**config.mk**
```make
export PLATFORM = sky130hd
export DESIGN_NAME = adc_config_queue
export DESIGN_NICKNAME = d
export VERILOG_FILES = /design/src/rtl/adc_config_queue.sv
export SDC_FILE = /design/constraint.sdc
export NUM_CORES = 1
export LEC_CHECK = 0
export BUFFER_PORTS_ARGS = -buffer_cell sky130_fd_sc_hd__clkbuf_2
export CORE_MARGIN = 2
export CORE_UTILIZATION = 45
export DETAILED_ROUTE_END_ITERATION = 12
export SETUP_SLACK_MARGIN = 0.02
export SLEW_MARGIN = 25
export SYNTH_ARGS = -nofsm -noshare
export SYNTH_HDL_FRONTEND = slang
export SYNTH_SLANG_ARGS = --single-unit
```
**constraint.sdc**
```tcl
create_clock -name clk -period 8 [get_ports clk]
set_input_delay 0.8 -clock clk [delete_from_list [all_inputs] [get_ports clk]]
set_output_delay 0.8 -clock clk [all_outputs]
set_load 0.01 [all_outputs]
```
**src/rtl/adc_config_queue.sv**
```systemverilog
// Queues {addr,data} ADC register writes and issues them one at a time to the three-wire config mux.
// First start pulse 3 cycles after a write to an idle queue; paced by config_busy_i; writes to a full queue drop.
module adc_config_queue #(
  parameter int DEPTH       = 8,
  parameter int GAP_CYCLES  = 16,
  parameter int ACK_TIMEOUT = 8
) (
  input  logic                     clk,
  input  logic                     rst,
  input  logic                     wr_en,
  input  logic [2:0]               wr_addr,
  input  logic [15:0]              wr_data,
  input  logic                     flush,
  input  logic                     clr_status,
  input  logic                     config_busy_i,
  output logic                     request_o,
  output logic                     config_start_o,
  output logic [2:0]               config_addr_o,
  output logic [15:0]              config_data_o,
  output logic [$clog2(DEPTH):0]   level_o,
  output logic                     full_o,
  output logic                     idle_o,
  output logic                     overflow_o,
  output logic [7:0]               retry_count_o,
  output logic [15:0]              done_count_o
);
  localparam int AW = $clog2(DEPTH);
  localparam int LW = AW + 1;

  localparam logic [2:0] S_IDLE      = 3'd0;
  localparam logic [2:0] S_ARM       = 3'd1;
  localparam logic [2:0] S_ISSUE     = 3'd2;
  localparam logic [2:0] S_WAIT_ACK  = 3'd3;
  localparam logic [2:0] S_WAIT_DONE = 3'd4;
  localparam logic [2:0] S_GAP       = 3'd5;

  logic [2:0]    state;
  logic [18:0]   mem [DEPTH];
  logic [AW-1:0] wr_ptr;
  logic [AW-1:0] rd_ptr;
  logic [7:0]    ack_tmr;
  logic [7:0]    gap_cnt;
  logic          has_data;
  logic          push;
  logic          pop;
  logic          drop;
  logic          retry_evt;

  assign has_data  = (level_o != '0);
  assign full_o    = (level_o == LW'(DEPTH));
  assign idle_o    = !has_data && (state == S_IDLE);
  assign push      = wr_en && !full_o && !flush;
  assign drop      = wr_en && full_o && !flush;
  assign pop       = (state == S_ISSUE) && has_data;
  // The timer is reloaded on every start pulse, so expiry is never tested in a pulse cycle.
  assign retry_evt = (state == S_WAIT_ACK) && !config_busy_i && !config_start_o && (ack_tmr <= 8'd1);

  always_ff @(posedge clk) begin
    if (push) mem[wr_ptr] <= {wr_addr, wr_data};
  end

  always_ff @(posedge clk) begin
    if (rst) begin
      wr_ptr     <= '0;
      rd_ptr     <= '0;
      level_o    <= '0;
      overflow_o <= 1'b0;
    end else begin
      if (flush) begin
        wr_ptr  <= '0;
        rd_ptr  <= '0;
        level_o <= '0;
      end else begin
        if (push) wr_ptr <= wr_ptr + AW'(1);
        if (pop)  rd_ptr <= rd_ptr + AW'(1);
        level_o <= level_o + LW'(push) - LW'(pop);
      end
      if (drop)            overflow_o <= 1'b1;
      else if (clr_status) overflow_o <= 1'b0;
    end
  end

  always_ff @(posedge clk) begin
    if (rst) begin
      state          <= S_IDLE;
      request_o      <= 1'b0;
      config_start_o <= 1'b0;
      config_addr_o  <= '0;
      config_data_o  <= '0;
      ack_tmr        <= '0;
      gap_cnt        <= '0;
      done_count_o   <= '0;
    end else begin
      config_start_o <= 1'b0;
      case (state)
        S_IDLE: begin
          if (has_data && !flush) begin
            state     <= S_ARM;
            request_o <= 1'b1;
          end
        end
        S_ARM: begin
          if (!has_data || flush) begin
            state     <= S_IDLE;
            request_o <= 1'b0;
          end else if (!config_busy_i) begin
            state          <= S_ISSUE;
            config_start_o <= 1'b1;
            {config_addr_o, config_data_o} <= mem[rd_ptr];
          end
        end
        S_ISSUE: begin
          ack_tmr <= 8'(ACK_TIMEOUT);
          state   <= S_WAIT_ACK;
        end
        S_WAIT_ACK: begin
          if (config_busy_i)       state          <= S_WAIT_DONE;
          else if (config_start_o) ack_tmr        <= 8'(ACK_TIMEOUT);
          else if (retry_evt)      config_start_o <= 1'b1;
          else                     ack_tmr        <= ack_tmr - 8'd1;
        end
        S_WAIT_DONE: begin
          if (!config_busy_i) begin
            done_count_o <= done_count_o + 16'd1;
            gap_cnt      <= 8'(GAP_CYCLES);
            state        <= S_GAP;
          end
        end
        S_GAP: begin
          if (gap_cnt <= 8'd1) begin
            if (has_data && !flush) begin
              state <= S_ARM;
            end else begin
              state     <= S_IDLE;
              request_o <= 1'b0;
            end
          end else begin
            gap_cnt <= gap_cnt - 8'd1;
          end
        end
        default: begin
          state     <= S_IDLE;
          request_o <= 1'b0;
        end
      endcase
    end
  end

  always_ff @(posedge clk) begin
    if (rst || clr_status)                    retry_count_o <= '0;
    else if (retry_evt && retry_count_o != 8'hff) retry_count_o <= retry_count_o + 8'd1;
  end

endmodule

```
After elaboration in Yosys (flattened, before gate mapping)
Memories as Yosys holds them, arrays and structs flattened. A register that Yosys moved wholly into a read port is not among the register bits.
Index checks and enable logic that the tools add are counted.
{"block": "classes", "muxes": 30, "n_addsub": 8, "bitwise": 3, "n_lt_le_gt_ge": 2, "n_eq_ne": 17, "reduce_logical": 31}
{"op": "two-way mux 8 bit", "count": 5}
{"op": "one-hot mux 8 bit (2 select lines)", "count": 2}
{"op": "two-way mux 3 bit", "count": 6}
{"op": "one-hot mux 3 bit (6 select lines)", "count": 1}
{"op": "adder 16 x 1 -> 16 bit (second input constant)", "count": 1}
{"op": "<= comparator 8 x 1 -> 1 bit (second input constant)", "count": 2}
{"op": "subtractor 8 x 1 -> 8 bit (second input constant)", "count": 2}
{"op": "two-way mux 1 bit", "count": 14}
{"op": "!= test 2 bit (second input constant)", "count": 7}
{"op": "logical AND 1 bit", "count": 11}
{"op": "AND reduction 5 bit", "count": 2}
{"op": "AND reduction 3 bit", "count": 3}
{"op": "adder 8 x 1 -> 8 bit (second input constant)", "count": 1}
{"op": "!= test 8 bit (second input constant)", "count": 1}
{"op": "adder 3 x 1 -> 3 bit (second input constant)", "count": 2}
{"op": "== test 3 x 2 -> 1 bit (second input constant)", "count": 2}
{"op": "== test 3 bit (second input constant)", "count": 2}
{"op": "!= test 3 bit (second input constant)", "count": 2}
{"op": "nonzero test 2 bit", "count": 3}
{"op": "logical NOT 1 bit", "count": 5}
{"op": "adder 4 x 1 -> 4 bit", "count": 1}
{"op": "== test 4 bit (second input constant)", "count": 1}
{"op": "one-hot mux 1 bit (4 select lines)", "count": 1}
{"op": "nonzero test 4 bit", "count": 1}
{"op": "10 further kinds", "count": 13}
{"block": "word_totals", "regBits": 56, "input_bits": 25, "wordCells": 103, "mem_bits_rw": 152, "memories": 1}
{"memory": "mem", "words": 8, "width": 19, "rd": 1, "rd_clocked_by_memory_dff": 1, "write_ports": 1, "line_no": "38", "text": "logic [18:0] mem [DEPTH];"}

Longest topological paths before layout
Gate-level depths: netlist of run 1.
{"block": "logic_depth", "depth_word": 8, "mapped_depth": 12}

Least setup slack after synthesis of run 1
Ideal clock, no wire load.
{"block": "synth_timing", "path_type": "register to register", "startpoint": "register level_o[2]", "endpoint": "memory mem[0][0], enable pin", "setup_ns": 0.419, "stages_incl_launch_ff": 7, "arrival_time_ns": 2.805, "slack_ns": 4.776, "cell_sequence": "dfxtp_1 > inv_1 > ha_1 > nor3b_1 > nor3b_1 > nand2b_1 > nor3_1"}
{"block": "synth_via", "elab_chain_len": 6}
{"item": "from (decl)", "line_no": "20", "text": "output logic [$clog2(DEPTH):0] level_o,"}
{"item": "from (signal assigned)", "line_no": "76", "text": "level_o <= level_o + LW'(push) - LW'(pop);"}
{"item": "== test 4 bit", "line_no": "50", "text": "assign full_o = (level_o == LW'(DEPTH));"}
{"item": "net full_o", "line_no": "21", "text": "output logic full_o,"}
{"item": "logical NOT 1 bit", "line_no": "52", "text": "assign push = wr_en && !full_o && !flush;"}
{"item": "logical AND 1 bit (2 in series)", "line_no": "52"}
{"item": "two-way mux 1 bit", "line_no": "59", "text": "if (push) mem[wr_ptr] <= {wr_addr, wr_data};"}
{"item": "two-way mux 1 bit (not written as such)", "line_no": "59"}
{"item": "to (decl)", "line_no": "38"}
The timed path passes the listed nets, and every way through them passes these cells.

Worst setup path in the final report of run 1
{"block": "layout_timing", "startpoint": "register level_o[2]", "endpoint": "register level_o[2]"}
{"block": "layout_via", "elab_chain_len": 6, "word_cells_on_any_way": 8, "cone_classes": "add/sub (2); eq/ne (1); reduce/logical (5)"}
{"item": "== test 4 bit", "line_no": "50"}
{"item": "logical NOT 1 bit", "line_no": "52"}
{"item": "logical AND 1 bit (2 in series)", "line_no": "52"}
{"item": "adder 4 x 1 -> 4 bit", "line_no": "76"}
{"item": "subtractor 4 x 1 -> 4 bit (*)", "line_no": "76"}
Every way passes the cells marked *; elsewhere a longest branch is shown, timed or not.
A chain may end at the register's enable or synchronous reset.

==> impl_metrics.csv, run 1 <==
group,metric,value,unit
timing,min_period,2.82,ns
timing,relSlewSlack,0.386,
grt,antenna_found_initial,0,
final_layout,final_core_util,0.530,
critical_path,slowest_delay,0.59,ns
final_layout,design.final.nets,755,
grt,grt_pass1_wl,29200,um
clock_tree,clock_sinks,227,
floorplan,die_w,147,um
floorplan,core,0.0202,mm^2
clock_tree,postCtsSetupRepairBufs,0,
min_path,whs_endpoint,"gap_cnt[1]",
yosys,synth_cell_types,59,
critical_path,rrSetupSlack,5.18,ns
yosys,syn_nets,670,
clock_tree,cts_hold_buf,0,
critical_path,required,8.40,ns
grt,grt_pass1_vias,5483,
timing,worst_pin_slew,0.920,ns
timing,skew,0.0111,ns
floorplan,row_count,52,
drt,vias_per_cell,5.36,
yosys,syn_inst,630,
clock_tree,cts_tree,"done",
yosys,synth.avg_cell_area,14.6,um^2
power_and_ir_drop,p_clk_frac,0.433,
drt,drt_iter0_drc,228,
critical_path,worstSetupPathType,"register to register",
timing,final-max-slew-violation-count,0,
floorplan,start_util,0.457,
timing,rsz0062_at_grt,"no",
placement,globalplace.congestion,0.775,
clock_tree,clk_pin_slew_worst_paths,0.06,ns
timing,layout_setup_ws,5.18,ns
final_layout,fin_area,0.0107,mm^2
power_and_ir_drop,p_leak,3.55,nW
drt,dr.pass1.iters,4,
grt,grt_usage,0.171,
critical_path,crit_arrival,3.22,ns
timing,fin_tns_setup,0,ns
critical_path,r2r_cells,12,
grt,grt-ovfl-total,0,
power_and_ir_drop,pwr-share-seq,0.516,
critical_path,critPathLaunchType,"register",
power_and_ir_drop,p_per_area,233,mW/mm^2
yosys,synth-edff-count,152,
clock_tree,cts_resized,0,
critical_path,critPathTopFamily,"adder cells",
final_layout,antenna_cells,0,
timing,max_freq,355,MHz
min_path,min_path_type,"register to register",
clock_tree,cts_buffer_depth,3,
power_and_ir_drop,p_total,2.50,mW
critical_path,worstPathCellList,"inv_1 -> ha_1 -> nor3b_1 -> nor3b_1 -> inv_1 -> ha_1 -> inv_1 -> ha_1 -> inv_1 -> fa_1 -> xor2_1 -> nor2_1",
placement,portBuffers,76,
placement,place_area,0.00990,mm^2
floorplan,ios,77,
critical_path,crit_buf_inv,4,
critical_path,crit_path_end_kind,"register",
timing,hold_viol,0,
power_and_ir_drop,switching_power,0.544,mW
drt,ant_nets,0,
critical_path,worst-path-stages,12,
power_and_ir_drop,p_comb_frac,0.051,
clock_tree,clk_latency,0.52,ns
drt,drt_wl_total,18200,um
placement,place_ws,5.03,ns
power_and_ir_drop,power.internal,1.95,mW
flow_run,drv_cap,0,
placement,dp_hpwl,10700,um
clock_tree,cts_buffers,25,
status,status,"complete, no violations",
floorplan,dieHeight,147,um
yosys,synth-seq-cells,227,
clock_tree,root_buffer,"clkbuf_16",
yosys,async_flop_share,0,
drt,wl_per_cell,18.1,um
yosys,yosysSeqAreaShare,0.658,
min_path,worstHoldStart,"gap_cnt[1]",
critical_path,r2r_start,"level_o[2]",
final_layout,syn_to_final_growth,16.0,%
power_and_ir_drop,p_sw_frac,0.218,
yosys,ys.flop_type,"edfxtp_1",
critical_path,path_common_cell,"inv_1",
grt,grt_max_degree,53,
min_path,hold_depth,2,
power_and_ir_drop,irDropWorstVdd,0.170,mV
floorplan,die_area,0.0217,mm^2
critical_path,worst_r2r_endpoint,"level_o[2]",
timing,setup_viol,0,
timing,fin_crit_sh,0.352,
yosys,syn_area,0.00922,mm^2
drt,drc,0,
yosys,synth-warning-count,0,
clock_tree,h-tree-depth,1,
critical_path,worstPathMaxFanout,5,
drt,via_count,5377,
final_layout,layout-drive-gt1-share,0.253,
critical_path,cp_slowest_cell,"nor3b_1",
==> metrics by stage <==
step                hold slack [ns]  std cells
floorplan                     0.441        630
global placement              0.453        958
detailed placement            0.460        958
CTS                           0.468       1004
global route                  0.488       1004
finish                        0.465       1004
==> how the worst max path moves through the flow <==
stage            endpoint       start  slack [ns]
2_1_floorplan   mem[0][0]  level_o[2]        4.78
3_3_place_gp   level_o[2]       flush        5.17
3_5_place_dp   level_o[2]       flush        5.03
4_1_cts        level_o[2]  level_o[2]        5.16
5_1_grt        level_o[2]  level_o[2]        4.93
6_report       level_o[2]  level_o[2]        5.18
==> metal layers <==
layer / GRT usage / part of all wire / vias to the layer above
met5: 0 / 0 / -
met4: 0.0413 / 0.021 / 0
met3: 0.0332 / 0.051 / 33
met2: 0.293 / 0.49 / 121
met1: 0.227 / 0.44 / 2664
li1: - / - / 2559
==> layout make-up <==
class	count	area (um^2)
multi-input cells	356	2970
clock inverters	9	62.6
flip-flops and latches	227	6070
repair buffers	87	463
clock buffers	37	731
inverters	18	67.6
well taps	270	338
fillers	1669	9470
==> worst register-to-register path, stage by stage, from the launching register on <==
cell and delay (ns):
dfxtp_1 0.34, inv_1 0.08, ha_1 0.19, nor3b_1 0.19, nor3b_1 0.59, inv_1 0.14, ha_1 0.32, inv_1 0.06
ha_1 0.15, inv_1 0.05, fa_1 0.37, xor2_1 0.18, nor2_1 0.06
==> Yosys cell counts (3+ instances only) <==
cell type	n	area share
or2_2	4	0.0027
nor4_1	3	0.0020
xor2_1	17	0.016
nor3_2	4	0.0043
nand3_1	8	0.0043
a211oi_1	20	0.016
mux4_2	38	0.093
inv_1	18	0.0073
a31oi_1	3	0.0020
buf_1	3	0.0012
nand2b_1	7	0.0047
clkbuf_1	12	0.0049
nor3_1	9	0.0049
or3_1	6	0.0041
buf_2	11	0.0060
edfxtp_1	152	0.50
dfxtp_1	75	0.16
nor3b_1	5	0.0041
nand4_1	6	0.0041
ha_1	14	0.019
mux2i_1	22	0.024
nand2_1	26	0.011
nor2_1	81	0.033
nand3b_1	3	0.0024
o21ai_0	12	0.0065
xnor2_1	14	0.013
a21oi_1	19	0.010
==> state kept, by name, indices dropped and copies added (netlist names) <==
| register | count |
|---|---|
| rd_ptr | 3 |
| done_count_o | 16 |
| config_addr_o | 3 |
| request_o | 1 |
| level_o | 4 |
| overflow_o | 1 |
| ack_tmr | 8 |
| wr_ptr | 3 |
| mem | 152 |
| config_start_o | 1 |
| config_data_o | 16 |
| retry_count_o | 8 |
| state | 3 |
| gap_cnt | 8 |
==> power groups by stage <==
| stage | registers [mW] | logic [mW] | clock network, mW |
|---|---|---|---|
| finish | 1.29 | 0.128 | 1.08 |
| global route | 1.29 | 0.144 | 1.15 |
| CTS | 1.29 | 0.129 | 1.11 |
| detailed placement | 1.31 | 0.128 | 0 |
| global placement | 1.31 | 0.125 | 0 |
| floorplan | 1.30 | 0.0995 | 0 |
==> cell usage in the layout, fill, tap and decap left out, types with 4 or more instances in the layout <==
master / count
clkbuf_16: 25
inv_1: 18
nor2_1: 80
nand2b_1: 7
buf_4: 11
or2_2: 4
o21ai_0: 12
xor2_1: 17
nor3_2: 6
mux4_2: 38
or3_1: 6
nand2_1: 26
mux2i_1: 22
edfxtp_1: 152
nor3b_1: 5
ha_1: 14
nand3_1: 8
a211oi_1: 20
clkbuf_2: 76
xnor2_1: 14
clkinv_2: 7
clkbuf_1: 6
dfxtp_1: 73
nand4_1: 6
nor3_1: 7
a21oi_1: 19
clkbuf_8: 6
==> cell families after synthesis <==
kind of cell / share of synthesized area
compound gates: 0.0522
simple gates: 0.100
fa+ha+maj: 0.0212
flops: 0.658
mux: 0.117
buf+inv: 0.0223
xor+xnor: 0.0294
Note: power is estimated with default switching activity, not from simulation.
==> run 2: changes to the inputs <==
==> constraint.sdc (replaced) <==
create_clock -name clk -period 2.69 [get_ports clk]
set_input_delay 0.269 -clock clk [delete_from_list [all_inputs] [get_ports clk]]
set_output_delay 0.269 -clock clk [all_outputs]
set_load 0.01 [all_outputs]
==> run 2 against run 1 <==
- global-route usage rose by 0.22 points
- via count rose by 2.6%
- hold slack got worse by 0.45 ns
- first-iteration DRC count rose by 57%
- power rose to 3.0 times the previous value
- utilization rose by 1.2 points
- final cell count rose by 2.2%
- count of clock-buffer cells in the layout rose by 1
- critical path type unchanged
- critical endpoint is now level_o[3]
==> impl_metrics.csv, run 2 (synthesis gave the netlist of run 1 again) <==
group,metric,value,unit
clock_tree,cts_buffer_depth,3,
min_path,min_path_type,"input pin to register",
grt,grtUsageMet3,0.0301,
drt,vias_per_cell,5.38,
timing,fin_tns_setup,0,ns
critical_path,crit_arrival,2.80,ns
critical_path,critPathLaunchType,"register",
placement,globalplace.congestion,0.785,
final_layout,layout-drive-gt1-share,0.263,
clock_tree,root_buffer,"clkbuf_16",
floorplan,row_count,52,
timing,relSlewSlack,0.551,
drt,drt_wl_total,18600,um
placement,place_area,0.0101,mm^2
clock_tree,clk_latency,0.53,ns
grt,grt_usage,0.173,
placement,place_ws,0.0607,ns
final_layout,antenna_cells,0,
timing,layout_setup_ws,0.295,ns
final_layout,most-common-layout-cells,"edfxtp_1 (152), nor2_1 (79), clkbuf_2 (76), dfxtp_1 (74), mux4_2 (38)",
timing,final-max-slew-violation-count,0,
placement,dp_hpwl,11600,um
critical_path,worstPathMaxFanout,5,
timing,max_freq,418,MHz
timing,hold_viol,0,
final_layout,largest_reg_flops,152,
timing,min_period,2.39,ns
timing,fin_crit_sh,0.890,
grt,antenna_found_initial,0,
final_layout,layout_commonest_cell,"edfxtp_1",
final_layout,syn_to_final_growth,18.7,%
floorplan,start_util,0.457,
final_layout,fin_area,0.0109,mm^2
critical_path,worstSetupPathType,"register to register",
power_and_ir_drop,p_per_area,695,mW/mm^2
power_and_ir_drop,p_total,7.61,mW
timing,rsz0062_at_grt,"no",
drt,via_count,5515,
clock_tree,h-tree-depth,1,
timing,holdWs,0.0199,ns
floorplan,die_area,0.0217,mm^2
clock_tree,cts_buffers,25,
critical_path,startpoint,"level_o[2]",
grt,use_met2,0.289,
floorplan,dieHeight,147,um
flow_run,drv_cap,0,
grt,grt-busiest-layer,"met2",
drt,wl_per_cell,18.1,um
final_layout,fillers,1667,
status,status,"complete, no violations",
placement,portBuffers,76,
clock_tree,clk_pin_slew_worst_paths,0.06,ns
placement,dp_cells,975,
final_layout,biggestRegsByFlops,"mem x152, config_data_o x16, done_count_o x16",
drt,dr.pass1.iters,5,
critical_path,r2r_start,"level_o[2]",
final_layout,final_cell_count_no_fill,1026,
grt,grt-ovfl-total,0,
critical_path,crit_path_end_kind,"register",
drt,drt_iter0_drc,359,
floorplan,ios,77,
final_layout,regMostFlops,"mem",
grt,grt_pass1_wl,29700,um
final_layout,final_core_util,0.543,
min_path,worstHoldStart,"wr_data[14]",
timing,worst_pin_slew,0.670,ns
power_and_ir_drop,p_leak,3.68,nW
power_and_ir_drop,irDropWorstVdd,0.547,mV
clock_tree,cts_tree,"done",
timing,setup_viol,0,
floorplan,core,0.0202,mm^2
grt,use_met1,0.238,
timing,skew,0.0208,ns
drt,ant_nets,0,
drt,drc,0,
floorplan,die_w,147,um
grt,grt_max_degree,40,
clock_tree,clock_sinks,227,
critical_path,required,3.09,ns
grt,grt_pass1_vias,5489,
final_layout,design.final.nets,777,
-- run 2: changes by cell type in the layout (fill, tap and decap cells not counted), moves of 2 or more --
cell,previous run,this run
buf_4,11,26
dlygate4sd3_1,0,5
clkbuf_8,6,4
clkinv_1,0,4
clkbuf_16,25,27
clkinv_2,7,2
buf_12,0,2
-- run 2: routing by layer --
layer / part of all wire / vias to the layer above
met1: 0.44 / 2753
met2: 0.48 / 130
li1: - / 2603
met3: 0.058 / 29
met5: 0 / -
met4: 0.020 / 0
-- run 2: critical path, stage by stage (launching register included) --
cell and delay, ns:
dfxtp_1 0.32, inv_1 0.07, ha_1 0.19, nor3b_1 0.17, nor3_2 0.36, ha_1 0.28, inv_1 0.06, ha_1 0.28
a21o_1 0.18, a21oi_1 0.18, xnor2_1 0.13, nor2_1 0.05
-- run 2: timing repair --
item / CTS / global route
hold endpoints to repair: 22 / 0
setup endpoints to repair: 0 / 3
buffers inserted: 0 / 0
gates resized for setup: 0 / 1
hold buffers: 5 / 0
-- run 2: path summary, 6_finish.rpt --
kind / end / slack [ns] / cells after the start
setup / recovery: level_o[3] / 0.30 / 11
hold / removal: mem[4][14] / 0.02 / 1
setup reg to reg: level_o[3] / 0.30 / 11
hold reg to reg: overflow_o / 0.47 / 2
-- run 2: power breakdown --
group,internal [mW],total (mW),switching (mW)
Combinational,0.176,0.452,0.276
Sequential,3.77,3.79,0.0270
Clock,2.04,3.37,1.33
-- run 2: cell type report --
class	instances	area, um^2	area share
sequential	227	6070	0.554
timing repair buffer	109	666	0.0608
multi-input combinational	356	2970	0.272
inverter	18	67.6	0.00617
clock inverter	8	75.1	0.00686
clock buffer	38	757	0.0692
tap	270	338	0.0309
